[src/rtl/alu_seq.sv]
// alu_seq: registered ALU with valid/ready handshake and held result.
// Optional iterative shift-add multiplier is enabled with ALU_MUL_EN.
module alu_seq #(
  parameter int WIDTH = 32
) (
  input  logic             clk,
  input  logic             reset,
  input  logic             in_valid,
  output logic             in_ready,
  input  logic [2:0]       op,
  input  logic [WIDTH-1:0] a,
  input  logic [WIDTH-1:0] b,
  output logic             out_valid,
  input  logic             out_ready,
  output logic [WIDTH-1:0] result,
  output logic             zero,
  output logic             ovf,
  output logic             illegal
);

  localparam int SHAMT_W = $clog2(WIDTH);

  localparam logic [1:0] S_IDLE = 2'd0;
`ifdef ALU_MUL_EN
  localparam logic [1:0] S_MUL  = 2'd1;
`endif
  localparam logic [1:0] S_DONE = 2'd2;

  logic [1:0]         r_state;
  logic [WIDTH-1:0]   r_result;
  logic               r_valid;
  logic               r_ovf;
  logic               r_ill;

  logic [WIDTH-1:0]   w_sum;
  logic [WIDTH-1:0]   w_diff;
  logic [SHAMT_W-1:0] w_sh;
  logic [WIDTH-1:0]   w_res;
  logic               w_ovf;
  logic               w_ill;

  assign w_sum  = a + b;
  assign w_diff = a - b;
  assign w_sh   = b[SHAMT_W-1:0];

  // Single-cycle result and flags for every op except the multiplier.
  always_comb begin
    w_res = '0;
    w_ovf = 1'b0;
    w_ill = 1'b0;
    unique case (op)
      3'b000: begin
        w_res = w_sum;
        w_ovf = (a[WIDTH-1] == b[WIDTH-1]) &&
                (w_sum[WIDTH-1] != a[WIDTH-1]);
      end
      3'b001: begin
        w_res = w_diff;
        w_ovf = (a[WIDTH-1] != b[WIDTH-1]) &&
                (w_diff[WIDTH-1] != a[WIDTH-1]);
      end
      3'b010: w_res = a & b;
      3'b011: w_res = a | b;
      3'b100: w_res = a << w_sh;
      3'b101: w_res = a >> w_sh;
      3'b110: w_res = {{(WIDTH-1){1'b0}},
                       ($signed(a) < $signed(b))};
      3'b111: begin
        w_res = '0;
`ifdef ALU_MUL_EN
        w_ill = 1'b0;
`else
        w_ill = 1'b1;
`endif
      end
      default: w_res = '0;
    endcase
  end

`ifdef ALU_MUL_EN
  logic [2*WIDTH-1:0] r_acc;
  logic [2*WIDTH-1:0] r_mcand;
  logic [WIDTH-1:0]   r_mplier;
  logic [SHAMT_W-1:0] r_cnt;
  logic [2*WIDTH-1:0] w_acc_nxt;
  logic               w_last;

  assign w_acc_nxt = r_mplier[0] ? (r_acc + r_mcand) : r_acc;
  assign w_last    = (r_cnt == SHAMT_W'(WIDTH-1));

  // Shift-add datapath: load on accept, one partial product per cycle.
  always_ff @(posedge clk or posedge reset) begin
    if (reset) begin
      r_acc    <= '0;
      r_mcand  <= '0;
      r_mplier <= '0;
      r_cnt    <= '0;
    end else if (r_state == S_IDLE && in_valid && op == 3'b111) begin
      r_acc    <= '0;
      r_mcand  <= {{WIDTH{1'b0}}, a};
      r_mplier <= b;
      r_cnt    <= '0;
    end else if (r_state == S_MUL) begin
      r_acc    <= w_acc_nxt;
      r_mcand  <= r_mcand << 1;
      r_mplier <= r_mplier >> 1;
      r_cnt    <= r_cnt + SHAMT_W'(1);
    end
  end
`endif

  // Control FSM; result and flags change only on completion.
  always_ff @(posedge clk or posedge reset) begin
    if (reset) begin
      r_state  <= S_IDLE;
      r_result <= '0;
      r_valid  <= 1'b0;
      r_ovf    <= 1'b0;
      r_ill    <= 1'b0;
    end else begin
      unique case (r_state)
        S_IDLE: begin
          if (in_valid) begin
`ifdef ALU_MUL_EN
            if (op == 3'b111) r_state <= S_MUL;
            else
`endif
            begin
              r_result <= w_res;
              r_ovf    <= w_ovf;
              r_ill    <= w_ill;
              r_valid  <= 1'b1;
              r_state  <= S_DONE;
            end
          end
        end
`ifdef ALU_MUL_EN
        S_MUL: begin
          if (w_last) begin
            r_result <= w_acc_nxt[WIDTH-1:0];
            r_ovf    <= |w_acc_nxt[2*WIDTH-1:WIDTH];
            r_ill    <= 1'b0;
            r_valid  <= 1'b1;
            r_state  <= S_DONE;
          end
        end
`endif
        S_DONE: begin
          if (out_ready) begin
            r_valid <= 1'b0;
            r_state <= S_IDLE;
          end
        end
        default: r_state <= S_IDLE;
      endcase
    end
  end

  assign in_ready  = (r_state == S_IDLE);
  assign out_valid = r_valid;
  assign result    = r_result;
  assign zero      = (r_result == '0);
  assign ovf       = r_ovf;
  assign illegal   = r_ill;

endmodule

[config.mk]
export PLATFORM = sky130hd
export DESIGN_NAME = alu_seq
export DESIGN_NICKNAME = d
export VERILOG_FILES = /design/src/rtl/alu_seq.sv
export SDC_FILE = /design/constraint.sdc
export NUM_CORES = 1
export LEC_CHECK = 0
export CAP_MARGIN = 5
export CORE_MARGIN = 2
export CORE_UTILIZATION = 35
export DETAILED_ROUTE_END_ITERATION = 16
export SETUP_SLACK_MARGIN = 0.5
export SKIP_CTS_REPAIR_TIMING = 1
export SLEW_MARGIN = 20
export SYNTH_ARGS = -nofsm -noshare
export SYNTH_HDL_FRONTEND = slang
export SYNTH_SLANG_ARGS = --single-unit
[constraint.sdc]
create_clock -name clk -period 1.9 [get_ports clk]
set_input_delay 0.38 -clock clk [delete_from_list [all_inputs] [get_ports clk]]
set_output_delay 0.38 -clock clk [all_outputs]
set_load 0.1 [all_outputs]
# [Word level (Yosys, flattened, before mapping)]
# Cells that the tools add are included.
[totals] in_bits=71 reg_bits=37 output_inout_bits=37
[classes] n_bitwise=2 n_eq_ne=14 magnitude_cmp=1 n_shift=2 add_sub_neg=2 n_reduce_logical=9 n_mux=9
[op_table] operator="32-bit one-hot mux with 8 select lines" count=1
[op_table] operator="32-bit adder" count=1
[op_table] operator="32-bit bitwise AND" count=1
[op_table] operator="32-bit logical NOT" count=1
[op_table] operator="32-bit < comparator" count=1
[op_table] operator="32-bit OR" count=1
[op_table] operator="32-bit by 5-bit << shifter with 32-bit output" count=1
[op_table] operator="32-bit by 5-bit >> shifter with 32-bit output" count=1
[op_table] operator="32-bit subtractor" count=1
[op_table] operator="3-bit equality test (second input constant)" count=4
[op_table] operator="3-bit by 2-bit equality test with 1-bit output (second input constant)" count=2
[op_table] operator="2-bit 2-to-1 mux" count=2
[op_table] operator="2-bit inequality test (second input constant)" count=2
[op_table] operator="1-bit one-hot mux with 2 select lines" count=2
[op_table] operator="2-bit one-hot mux with 2 select lines" count=1
[op_table] operator="2-bit AND reduction" count=2
[op_table] operator="3-bit by 1-bit equality test with 1-bit output (second input constant)" count=1
[op_table] operator="3-bit logical NOT" count=1
[op_table] operator="1-bit 2-to-1 mux" count=3
[op_table] operator="1-bit inequality test" count=3
[op_table] operator="3-bit AND reduction" count=1
[op_table] operator="2-bit equality test (second input constant)" count=1
[op_table] operator="1-bit logical AND" count=2
[op_table] operator="2-bit logical NOT" count=1
[op_table] operator="other kinds (2)" count=2

# [Longest topological paths before layout]
# Gate-level depths: netlist (run 1).
[logic_depth] ltp_word=4 depth_mapped=15 mapped_depth_nobuf=12

# [Least setup slack after synthesis (run 1)]
# Ideal clock, no wire load.
[synth_timing] kind="in2reg" startpoint="in b[2]" endpoint="reg r_result[29], in the netlist result[29]" arrival_ns=3.670 path_stages=15 path_slack_ns=-1.898 path_cell_list="clkbuf_1 > inv_2 > buf_1 > clkbuf_1 > ha_1 > buf_2 > nand2b_1 > o311ai_2 > a2111o_1 > a21boi_2 > nand3_2 > a2111o_1 > a211oi_2 > a21boi_2 > o22ai_1"
[synth_via] elab_chain_len=2 word_cells_on_any_way=5
[synth_lines] element="start: declaration" line_no="12" source="input logic [WIDTH-1:0] b,"
[synth_lines] element="32-bit subtractor (tied with other cells)" line_no="43" source="assign w_diff = a - b;"
[synth_lines] element="32-bit one-hot mux with 8 select lines (*)" line_no="51" source="unique case (op)"
[synth_lines] element="end signal: assignment" line_no="129" source="r_result <= w_res;"
[synth_lines] element="end: declaration" line_no="30" source="logic [WIDTH-1:0] r_result;"
# Every way passes the cells marked *; elsewhere a longest branch is shown, timed or not.
# A chain may end at the register's enable or synchronous reset.

# [Worst setup path in the final report (run 1)]
[layout_timing] startpoint="in b[0]" endpoint="reg r_result[30], in the netlist result[30]"
# Same word-level chain as after synthesis.

==> results of run 1 <==
flip-flops by register name, summed over array words and instances (netlist names):
signal / flops
illegal: 1
out_valid: 1
result: 32
ovf: 1
per-layer routing:
layer  global-route usage  part of all wire  up-vias
met4                0.131             0.041        4
met2                0.576              0.43      918
li1                     -                 -     5953
met1                0.531              0.39     6420
met3                0.102              0.13      159
met5                    0           0.00043        -
cells in the mapped netlist, types with 17 or more instances:
cell type	number	share of area
a21oi_1	130	0.069
a31oi_1	24	0.016
a21o_1	17	0.013
o21ai_1	20	0.011
clkbuf_1	62	0.025
buf_2	19	0.010
nor2_1	144	0.057
inv_1	92	0.036
nand3_1	24	0.013
nand2_1	82	0.032
ha_1	97	0.13
mux4_2	53	0.13
dfrtp_1	35	0.092
nor3_1	27	0.014
o21ai_0	76	0.040
xnor2_1	22	0.020
mux2i_1	44	0.046
nor4_1	24	0.016
stage by stage:
step                hold WS [ps]   util  std cells  setup WS, ps
floorplan                    457      -       1277         -1190
global placement             531  0.564       2154         -1800
detailed placement           551  0.564       2154         -1920
CTS                          546  0.570       2162         -1610
global route                 569  0.650       2219         -1150
finish                       516  0.650       2220         -1100
worst max-delay path, delay by kind of cell:
family / cells / cell delay, ps
AO/OA/AOI/OAI: 7 / 1300
adder cells (fa/ha/maj): 2 / 540
buffers and inverters: 2 / 270
AND/OR/NAND/NOR: 2 / 700
cells by family (layout without fill, tap and decap cells):
family,after synthesis,in the layout,share of synthesized area
and+or+nand+nor,388,388,0.193
buffers and inverters,191,792,0.0804
adders and majority gates,99,99,0.132
xor gates and xnor gates,26,26,0.0240
AOI/OAI and AO/OA,433,433,0.297
muxes,105,105,0.182
DFF,35,35,0.0923
other,0,1,0
power breakdown:
group	total [mW]	switching (mW)	leakage [nW]	internal [mW]
clock network	1.06	0.400	0.0869	0.655
logic	7.95	4.46	7.57	3.48
registers	1.26	0.314	0.398	0.948
path summary, 6_finish.rpt:
kind / start / end / slack (ps)
setup / recovery: b[0] / result[30]$_DFFE_PP0P_ / -1100
hold / removal: reset / result[27]$_DFFE_PP0P_ / 520
setup reg to reg: out_valid$_DFFE_PP0P_ / result[11]$_DFFE_PP0P_ / -290
hold reg to reg: result[11]$_DFFE_PP0P_ / result[11]$_DFFE_PP0P_ / 560
max in group asynchronous: reset / result[9]$_DFFE_PP0P_ / 950
min in group clk: result[11]$_DFFE_PP0P_ / result[11]$_DFFE_PP0P_ / 560
cell type report:
cell class / instances / area [um^2]
fill: 2283 / 9380
multi-input combinational: 1051 / 9240
timing repair buffer: 686 / 6290
sequential: 35 / 895
tap: 341 / 427
inverter: 98 / 399
clock buffer: 6 / 139
clock inverter: 2 / 35.0
antenna: 1 / 2.50
==> summary.txt, run 1 <==
Layout
  – Layout cells sized above 1: 0.505
  – Area delta synth->final: 83.5%
  – Most frequent cells in the layout: buf_4 (517), nor2_1 (137), a21oi_1 (106)
  – Final Cell Area: 17,400 um^2
  – Nets: 2,047
  – Most common cell after layout, fill and taps aside: buf_4

Run status
  – Status: finished with violations
  – Failing checks: negative setup slack

STA
  – Final setup violation count: 34
  – Least-Margin Pin Slew: 783 ps
  – FMAX: 334 MHz
  – Final hold violations: 0
  – Final min period: around 3000 ps
  – Slew Limit Fails: 0
  – Final setup skew: 10.3 ps
  – Final worst slack: -1100 ps
  – TNS Setup: -26,200 ps
  – Tcrit/Tclk final: 1.58
  – Slew HR: 0.476
  – Unrepaired setup endpoints after global routing: true

Synthesis
  – Avg Inst Size Synth: 7.43 um^2
  – Post-synth cell types: 84
  – Register area share after synthesis: 0.0923
  – Ys flop type: dfrtp_1
  – Number of synthesized flops with an enable pin: 0
  – Mapped Area: 9490 um^2
  – Cells after Synth: 1,277
  – Synth async-reset ratio: 1.00
  – Ys Warns: 0
  – Syn nets: 1,447
  – FF+latch count, synth: 35

Placed design
  – GP Congestion: 1.05
  – DP Area: between 15,000 and 20,000 um^2
  – Number of buffers added on ports: about 110
  – Post-DP HPWL: 46,400 um

Clocking
  – TritonCTS clock tree: done
  – Clk_lat worst skew: 300 ps
  – TritonCTS Buffers: 5
  – TritonCTS Sinks: 35
  – Clock-pin transition on the worst setup and hold timing paths: 70 ps
  – # H-tree levels: 2
  – Clock Root Buffer: clkbuf_16
  – Longest Clk Path Bufs: 2

Floorplan
  – Core area: ~27,000 um^2
  – Initial core utilization: 0.354
  – Die X: 169 um
  – Die height: 169 um
  – Die area: ~28,000 um^2
  – I/O pin cnt: 108
  – Row Count: 60

Drt
  – DRT Pass-1 Iters: 5
  – DR iter-0 viols: 1,705
  – Drt wl/cell: 26.0 um
  – DR vias: approximately 13,000
  – Vias/cell: slightly above 6
  – DRC: 0
  – Overall routed net length: 57,800 um
  – Post-route ant nets: 0

Critical path
  – CP Max Fanout: 4
  – Max incr delay on CP: 510 ps
  – Worst Path Class, Setup: in2reg
  – Setup crit end kind: flip-flop
  – Reg2Reg Depth: 9
  – Crit path DAT: 3190 ps
  – Crit-path cells: buf_12, ha_4, fa_2, o21ba_4, or4_4, a311oi_4, o21ai_2, o211ai_2, buf_4, a211oi_2, o31ai_1, and3_1, o22ai_1
  – Worst Setup Start Kind: input pin
  – CP required: 2090 ps
  – CP max-delay cell: or4_4

GRT
  – GR Overflow Total: 0
  – Via count of the first global-routing pass: 12,484
  – Pin count of the biggest net entering global routing: 61
  – First-pass GRT wire length: 80,700 um
  – Total track usage: 0.383
  – Initial antenna violation count: 5

Power and ir drop
  – Max IR drop VDD: 0.000350 V
  – Static Leak: 8.05 nW
  – Cell Pwr Density: 589 nW/um^2
  – Total power: between 10 and 15 mW

Hold path
  – Hold/Removal Path Class: in2async

Job
  – Max-cap viol count: 0
(Power assumes the default switching activity.)
==> run 2, diff against run 1 <==
CORE_MARGIN = 5   (was 2)
CTS_CLUSTER_DIAMETER = 50   (was unset)
==> run 2 against run 1 <==
Hold slack gained 16 ps. Sequential power hardly changed. Worst setup slack worse by 23 ps. Register-to-register slack about the same. Critical path depth up 1. The flow still finishes with violations (negative setup slack). Clock skew rose by 1.1 ps. Clock power is 14% lower. Critical endpoint is now result[24]$_DFFE_PP0P_. Cell count grew 0.18%. Via count increased by 0.89%.
==> summary.txt, run 2 (synthesized netlist as in run 1, its figures left out) <==
Run status
  – Status: finished with violations (unchanged)
  – Failing checks: negative setup slack (unchanged)

Critical path
  – Worst Setup Start Kind: input pin (unchanged)
  – Reg2reg start: out_valid$_DFFE_PP0P_ (unchanged)
  – Setup crit end kind: flip-flop (unchanged)
  – Crit path DAT: 3180 ps (was 3190 ps)
  – Worst Path Class, Setup: in2reg (unchanged)
  – R2r endpoint: result[22]$_DFFE_PP0P_ (was result[11]$_DFFE_PP0P_)
  – CP required: 2060 ps (was 2090 ps)
  – Reg2Reg Depth: 8 (was 9)
  – R2R Setup Slk: -280 ps (was -290 ps)
  – CP Max Fanout: 3 (was 4)

Drt
  – DR iter-0 viols: 1,578 (was 1,705)
  – Vias/cell: 6.10 (was 6.06)
  – DRT Pass-1 Iters: 7 (was 5)
  – Met1 WL: 22,200 um (was 22,800 um)
  – Overall routed net length: 57,200 um (was 57,800 um)
  – DR top layer: met5 (unchanged)
  – Metal3 WL: 7690 um (was 7550 um)
  – Drt wl/cell: 25.7 um (was 26.0 um)
  – DRC: 0 (unchanged)
  – DR vias: 13,574 (was 13,454)
  – Post-route ant nets: 0 (unchanged)
  – Met2 routed WL: 25,100 um (was 25,000 um)

Layout
  – FILL cells: 2,222 (was 2,283)
  – Nets: 2,052 (was 2,047)
  – Most frequent cells in the layout: buf_4 (507), nor2_1 (138), a21oi_1 (95) (was buf_4 (517), nor2_1 (137), a21oi_1 (106))
  – Max reg flops: 32 (unchanged)
  – Footprint of the multi-input gates: 9320 um^2 (was 9240 um^2)
  – Inserted Diodes: 0 (was 1)
  – Most common cell after layout, fill and taps aside: buf_4 (unchanged)
  – Area delta synth->final: 85.2% (was 83.5%)
  – Layout cells sized above 1: 0.516 (was 0.505)
  – Sequential cell area: 897 um^2 (was 895 um^2)

Power and ir drop
  – Cell Pwr Density: 575 nW/um^2 (was 589 nW/um^2)
  – Total power: 10.1 mW (was 10.3 mW)
  – Max IR drop VDD: 0.000384 V (was 0.000350 V)
  – Seq pwr share: 0.127 (was 0.123)
  – Int Pwr: 4.94 mW (was 5.09 mW)
  – Switching pwr: 5.18 mW (about the same)
  – Gate power share: 0.783 (was 0.774)
  – Static Leak: 8.03 nW (was 8.05 nW)
  – Switch share: 0.512 (was 0.504)
  – Clock share of power: 0.090 (was 0.103)

Floorplan
  – Die height: 175 um (was 169 um)
  – Core area: 26,800 um^2 (unchanged)
  – Initial core utilization: 0.354 (unchanged)
  – Row Count: 60 (unchanged)
  – I/O pin cnt: 108 (unchanged)
  – Die area: 30,500 um^2 (was 28,500 um^2)
  – Die X: 175 um (was 169 um)

STA
  – Final min period: 3020 ps (was 3000 ps)
  – Tcrit/Tclk final: 1.59 (was 1.58)
  – Final setup skew: 11.5 ps (was 10.3 ps)
  – Slew HR: 0.538 (was 0.476)
  – WHS: 532 ps (was 516 ps)
  – Final hold violations: 0 (unchanged)
  – FMAX: 331 MHz (was 334 MHz)
  – Final setup violation count: 34 (unchanged)
  – Least-Margin Pin Slew: 691 ps (was 783 ps)
  – Final worst slack: -1120 ps (was -1100 ps)
  – Slew Limit Fails: 0 (unchanged)
  – Unrepaired setup endpoints after global routing: true (unchanged)

Placed design
  – Number of buffers added on ports: 107 (unchanged)
  – GP Congestion: 1.03 (was 1.05)
  – Post-DP HPWL: 44,900 um (was 46,400 um)

Job
  – Max-cap viol count: 0 (unchanged)

Clocking
  – Longest Clk Path Bufs: 2 (unchanged)
  – # H-tree levels: 2 (unchanged)
  – Clock-pin transition on the worst setup and hold timing paths: 70 ps (about the same)
  – Clk_lat worst skew: 300 ps (about the same)
  – TritonCTS Buffers: 5 (unchanged)
  – Clock Root Buffer: clkbuf_16 (unchanged)
  – TritonCTS Sinks: 35 (unchanged)
  – TritonCTS clock tree: done (unchanged)

GRT
  – Initial antenna violation count: 1 (was 5)
  – Pin count of the biggest net entering global routing: 56 (was 61)
  – GR Overflow Total: 0 (unchanged)
  – First-pass GRT wire length: 78,600 um (was 80,700 um)
  – Total track usage: 0.336 (was 0.383)
  – Via count of the first global-routing pass: 12,357 (was 12,484)

Hold path
  – Hold/Removal Path Class: in2async (unchanged)
## run 2: layout make-up
cell class              count  area share
clock inverters             1    0.000285
clock buffers               7     0.00811
well taps                 341      0.0243
multi-input cells        1051       0.530
repair buffers            691       0.363
flip-flops and latches     35      0.0510
inverters                  98      0.0231
## run 2: metal layers
layer | vias to the layer above | global-route usage
met1 | 6459 | 0.455
met5 | - | 0
li1 | 5977 | -
met2 | 954 | 0.523
met3 | 180 | 0.111
met4 | 4 | 0.0776
## run 2: worst max path at each step
stage	from	endpoint	slack, ps
after detailed placement	a[0]	result[22]$_DFFE_PP0P_	-1820
final	a[0]	result[24]$_DFFE_PP0P_	-1120
after floorplan	b[2]	result[29]$_DFFE_PP0P_	-1190
after CTS	a[0]	result[22]$_DFFE_PP0P_	-1530
after global placement	a[0]	result[28]$_DFFE_PP0P_	-1790
after global routing	a[0]	result[28]$_DFFE_PP0P_	-1160
## run 2: power groups by stage
stage / sequential, mW / clock [mW] / combinational [mW]
after detailed placement: 1.24 / 0 / 6.88
final: 1.28 / 0.910 / 7.92
after global routing: 1.30 / 0.928 / 8.19
after CTS: 1.22 / 0.900 / 6.90
after floorplan: 2.48 / 0 / 2.16
after global placement: 1.23 / 0 / 6.86
## run 2: per-stage QoR
step / setup TNS, ps / instance area, um^2 / utilization / instances / setup slack [ps]
floorplan: -26490 / 9850 / - / 1277 / -1190
global placement: -48970 / 15000 / 0.560 / 2141 / -1790
detailed placement: -50110 / 15000 / 0.560 / 2141 / -1820
CTS: -40560 / 15200 / 0.566 / 2149 / -1530
global route: -28470 / 17600 / 0.656 / 2224 / -1160
finish: -26700 / 17600 / 0.656 / 2224 / -1120
## run 2: critical path, cell delays in order
cell      delay (ps)
buf_8             80
inv_4             30
ha_4             160
fa_2             380
o21ba_4          210
or4_4            530
a311oi_4         350
o21ai_2          140
o211ai_2         290
buf_4            180
a211oi_2          70
nor3_1           160
nand3b_1         140
a31oi_1           90
